==> config.mk <==
export PLATFORM = sky130hd
export DESIGN_NAME = rr_latch_demux
export DESIGN_NICKNAME = d
export VERILOG_FILES = /design/src/rtl/rr_latch_demux.sv
export SDC_FILE = /design/constraint.sdc
export NUM_CORES = 1
export LEC_CHECK = 0
export CORE_MARGIN = 2
export CORE_UTILIZATION = 44
export DETAILED_ROUTE_END_ITERATION = 8
export DONT_BUFFER_PORTS = 1
export PLACE_DENSITY = 0.63
export SYNTH_ARGS = -nofsm -noshare
export SYNTH_HDL_FRONTEND = slang
export SYNTH_SLANG_ARGS = --single-unit
export TNS_END_PERCENT = 10
==> constraint.sdc <==
create_clock -name clk -period 2.75 [get_ports clk]
set_input_delay 0.4125 -clock clk [delete_from_list [all_inputs] [get_ports clk]]
set_output_delay 0.4125 -clock clk [all_outputs]
set_load 0.005 [all_outputs]
==> src/rtl/rr_latch_demux.sv <==
// rr_latch_demux: round-robin 1-to-2 latch demux; define RR_LATCH_DEMUX_XFER_COUNT_EN to add the xfer_count port
module rr_latch_demux #(
  parameter int WIDTH = 32
) (
  input  logic             clk,
  input  logic             reset,
  input  logic             write_en,
  input  logic [WIDTH-1:0] in,
  output logic             ready,
  input  logic             read0,
  input  logic             read1,
  output logic [WIDTH-1:0] out0,
  output logic [WIDTH-1:0] out1,
  output logic             valid0,
`ifdef RR_LATCH_DEMUX_XFER_COUNT_EN
  output logic             valid1,
  output logic [15:0]      xfer_count
`else
  output logic             valid1
`endif
);
  logic ptr;
  logic acc0;
  logic acc1;
  // the target slot can take a word if it is empty or being read this cycle
  always_comb begin
    ready = ptr ? (!valid1 || read1) : (!valid0 || read0);
    acc0  = write_en && ready && !ptr;
    acc1  = write_en && ready && ptr;
  end
  // an accept into a slot wins over a same-cycle read of that slot
  always_ff @(posedge clk) begin
    if (reset) begin
      ptr    <= 1'b0;
      valid0 <= 1'b0;
      valid1 <= 1'b0;
      out0   <= '0;
      out1   <= '0;
    end else begin
      ptr    <= ptr ^ (acc0 || acc1);
      valid0 <= acc0 || (valid0 && !read0);
      valid1 <= acc1 || (valid1 && !read1);
      if (acc0) out0 <= in;
      if (acc1) out1 <= in;
    end
  end
`ifdef RR_LATCH_DEMUX_XFER_COUNT_EN
  // free-running count of accepted words, wraps naturally at 16 bits
  always_ff @(posedge clk) begin
    if (reset) xfer_count <= '0;
    else if (acc0 || acc1) xfer_count <= xfer_count + 16'd1;
  end
`endif
endmodule

; ---- Word level (Yosys, flattened, before mapping)
; Index checks and enable logic that the tools add are counted.
[word_totals]
out_inout_bits = 67
reg_bits = 67
elab_cells = 22
[classes]
n_reduce_logical = 15
n_mux = 1
bitwise = 1
[op_table]
columns = cell, count
row1 = logical AND 1 bit, 5
row2 = logical NOT 1 bit, 5
row3 = logical OR 1 bit, 5
row4 = two-way mux 1 bit, 1
row5 = bitwise XOR 1 bit, 1

; ---- Depth between registers and ports, before layout
[logic_depth]
ltp_word = 7
mapped_depth = 7
depth_no_buf = 5

; ---- Worst setup path after synthesis
; No wires, ideal clock.
[synth_path]
path_type = input port to flip-flop
from = in write_en
to = reg out0[17]
arrival_time_ns = 1.437
n_path_buf = 2
stages = 7
path_slack_ns = 1.186
path_cell_list = inv_1 -> a311oi_1 -> ha_1 -> buf_6 -> buf_12 -> mux2i_1 -> nor2_1
[synth_between]
elab_chain_len = 2
[synth_rtl]
columns = item, line_no
row1 = from (decl), 7  ; input logic write_en,
row2 = logical AND 1 bit (2 in series), 28  ; acc0 = write_en && ready && !ptr;
row3 = net acc0, 23  ; logic acc0;
row4 = to (signal assigned), 43  ; if (acc0) out0 <= in;
row5 = to (decl), 12  ; output logic [WIDTH-1:0] out0,
; The timed path passes the listed nets, and every way through them passes these cells.
; A chain may end at the register's enable or synchronous reset.

; ---- Final worst setup path
[layout_path]
from = reg valid0
to = reg out0[20]
[layout_between]
elab_chain_len = 5
[layout_rtl]
columns = item, line_no
row1 = from (decl), 14  ; output logic valid0,
row2 = from (signal assigned), 41  ; valid0 <= acc0 || (valid0 && !read0);
row3 = logical NOT 1 bit, 27  ; ready = ptr ? (!valid1 || read1) : (!valid0 || read0);
row4 = logical OR 1 bit, 27
row5 = two-way mux 1 bit, 27
row6 = logical AND 1 bit (2 in series), 28
row7 = net acc0, 23
; The timed path passes the listed nets, and every way through them passes these cells.

==> flow_summary.yaml <==
synthesis:
  netlist.top_cell.by_area: "sky130_fd_sc_hd__dfxtp_1"
  post_synth.cell_area_avg_sq_um: 11.1
  yosys.cell_types.count: 15
  synth.top_cells.by_area: "sky130_fd_sc_hd__dfxtp_1 (54%), sky130_fd_sc_hd__mux2i_1 (26%), sky130_fd_sc_hd__nor2_1 (9.8%), sky130_fd_sc_hd__buf_12 (4.8%), sky130_fd_sc_hd__ha_1 (1.0%)"
  syn_area_sq_mm: 0.00249
  yosys_warnings: 0
  postSynthRegisterBits: 67
  synthesis.instances: 225
  synthesis.nets: 264
  netlist.area_leader.share_pct: 53.8
  ys_seq_area_share_pct: 53.8
global_route:
  via_count_of_the_first_global_routing_pass: 1476
  grt_pass1_wl_um: 6980
  global_route.overflow_total: 0
  gr_util_all_layers_pct: 14.8
  pin_count_of_the_biggest_net_entering_global_routing: 68
  antenna_found_initial: 0
final_layout:
  layout-area-overhead-vs-synth_pct: 7.13
  drive_above_1_share_pct: 7.89
  finalNetCount: 262
  antenna-diode-count: 0
  final_area_sq_mm: 0.00267
outcome:
  outcome: "finished clean"
sta:
  worst_pin_slew_ns: 0.436
  fin_skew_ns: 0.00721
  timing.final.crit_share_pct: 72.4
  min_clock_period_post_route_ns: 1.99
  grt_setup_unrepaired: "no"
  maximum_clock_rate_mhz: 502
  final_slew_violations: 0
  fin_hold_ws_ns: 0.153
  finalHoldViolations: 0
  setup_viol: 0
  tns_setup_ns: 0
  max_slew_margin_pct: 70.9
placement:
  routabilityCongestion: 0.711
  numPortBuffers: 0
  placed_area_sq_mm: 0.00245
  detailed_placement_hpwl_um: 3050
job:
  max_cap_violations: 0
critical_path:
  timing.critical_path.slowest_stage_cell: "sky130_fd_sc_hd__ha_2"
  reg2regPathDepth: 6
  arrival_ns: 2.21
  worstSetupStartpointType: "flip-flop"
  critical_path.endpoint_type: "flip-flop"
  critPathKind: "reg -> reg"
  crit-reg2reg-launch: "valid0"
  worstPathRequired_ns: 2.97
  critPathTopFamily: "adder cells"
  critical_path.cell_chain: "nor3b_1 > a311oi_1 > ha_2 > buf_12 > mux2i_1 > nor2_1"
  crit_path_max_fanout: 21
  worst-r2r-setup-slack_ns: 0.76
  worst_r2r_endpoint: "out0[20]"
  slowest_delay_ns: 0.55
  cp.buffers_inverters: 1
floorplan:
  initial_utilization_pct: 45.5
  std_cell_rows: 27
  dieWidth_um: 79.2
  core_sq_mm: 0.00547
  die_height_um: 79.2
  die_area_sq_mm: 0.00628
  pin_count: 104
clock_tree:
  cts.htree.levels: 3
  cts.clk_slew.worst_paths_ns: 0.07
  clk_latency_ns: 0.32
  cts_made_buffers: 9
  cts_tree: "done"
  cts_root_buffer: "sky130_fd_sc_hd__clkbuf_8"
  ctsHoldBuffers: 0
  max-clock-path-buffers: 2
  cts-resized-gates: 0
  cts_post_setup_buffers_inserted: 0
  cts.sinks: 67
power_and_ir_drop:
  worst_ir_drop_vdd_mv: 0.386
  cellLeakagePower_uw: 0.00105
  powerDensity_mw_per_mm2: 807
drt:
  drt-vias-per-instance: 4.84
  drt_wl_total_um: 4520
  wire_per_inst_um: 15.1
  drt_iter0_drc: 54
  route.detailed.drc: 0
  detailroute.via_count: 1452
  drtAntennaViolNets: 0
  detailedRoute.firstPassIterationCount: 4
hold_path:
  min_delay_worst_endpoint: "out1[13]"
  hold_class: "in -> reg"
  holdPathStages: 1
  hold_path.startpoint: "reset"
[layout by cell type (no fill, tap or decap), drive strengths merged]
cell / Yosys / routed
dfxtp: 67 / 67
nor2: 65 / 65
mux2i: 64 / 64
bufinv: 0 / 2
inv: 5 / 5
nor3b: 1 / 1
a21oi: 2 / 2
ha: 2 / 2
a311oi: 1 / 1
nand2b: 2 / 2
buf: 12 / 2
clkbuf: 3 / 12
clkinv: 0 / 2
a31oi: 1 / 1
[cell type report]
type                    instances  area, sq um
well taps                      72         90.1
clock buffers                  12          145
flip-flops and latches         67         1340
inverters                       5         18.8
repair buffers                  2         40.0
fillers                       522         2800
multi-input cells             138          960
clock inverters                 4         73.8
[through the flow]
stage	worst slack [ns]	instances	utilization, %	power [uW]
floorplan	1.19	225	-	1300
finish	0.758	300	48.8	2160
global placement	0.813	284	44.8	1290
CTS	0.726	300	48.8	2190
global route	0.548	300	48.8	2250
detailed placement	0.744	284	44.8	1300
[registers in the layout (all words and copies together), names as in the netlist]
signal  count
valid0      1
out0       32
valid1      1
ptr         1
out1       32
[metal layers]
metal,track usage [%],vias to the layer above,part of all wire (%)
met1,16.0,649,42
met3,7.61,8,12
met5,0,-,0
met4,9.31,0,1.9
li1,-,731,-
met2,22.8,64,44
[cells by family (layout without fill, tap and decap cells)]
kind of cell | Yosys count | after routing | share of synthesized area, %
AND/OR/NAND/NOR | 68 | 68 | 10.6
flip-flops | 67 | 67 | 53.8
multiplexers | 64 | 64 | 25.7
buffers and inverters | 20 | 23 | 7.84
AO/OA/AOI/OAI | 4 | 4 | 1.00
adder cells (fa/ha/maj) | 2 | 2 | 1.00
[report_power, final]
part / switching (uW) / internal (uW) / total [uW] / leakage (uW)
clock network: 344 / 536 / 880 / 0.000111
registers: 51.5 / 1040 / 1090 / 0.000548
logic: 88.9 / 98.0 / 187 / 0.000387
total: 484 / 1670 / 2160 / 0.00105
[synthesized netlist by cell type]
| master | n |
|---|---|
| sky130_fd_sc_hd__buf_4 | 1 |
| sky130_fd_sc_hd__buf_6 | 2 |
| sky130_fd_sc_hd__nor2_1 | 65 |
| sky130_fd_sc_hd__inv_1 | 5 |
| sky130_fd_sc_hd__ha_1 | 2 |
| sky130_fd_sc_hd__clkbuf_1 | 3 |
| sky130_fd_sc_hd__buf_2 | 3 |
| sky130_fd_sc_hd__buf_12 | 6 |
| sky130_fd_sc_hd__a31oi_1 | 1 |
| sky130_fd_sc_hd__mux2i_1 | 64 |
| sky130_fd_sc_hd__a21oi_1 | 2 |
| sky130_fd_sc_hd__a311oi_1 | 1 |
| sky130_fd_sc_hd__dfxtp_1 | 67 |
| sky130_fd_sc_hd__nand2b_1 | 2 |
| sky130_fd_sc_hd__nor3b_1 | 1 |
[worst max-delay path by stage]
stage	startpoint	end	cells after the start
floorplan	write_en	out0[17]	7
global placement	valid0	out0[11]	6
detailed placement	valid0	out0[12]	6
CTS	valid0	out0[20]	6
global route	ptr	out0[18]	6
finish	valid0	out0[20]	6
Power figures use the tool's default switching activity.
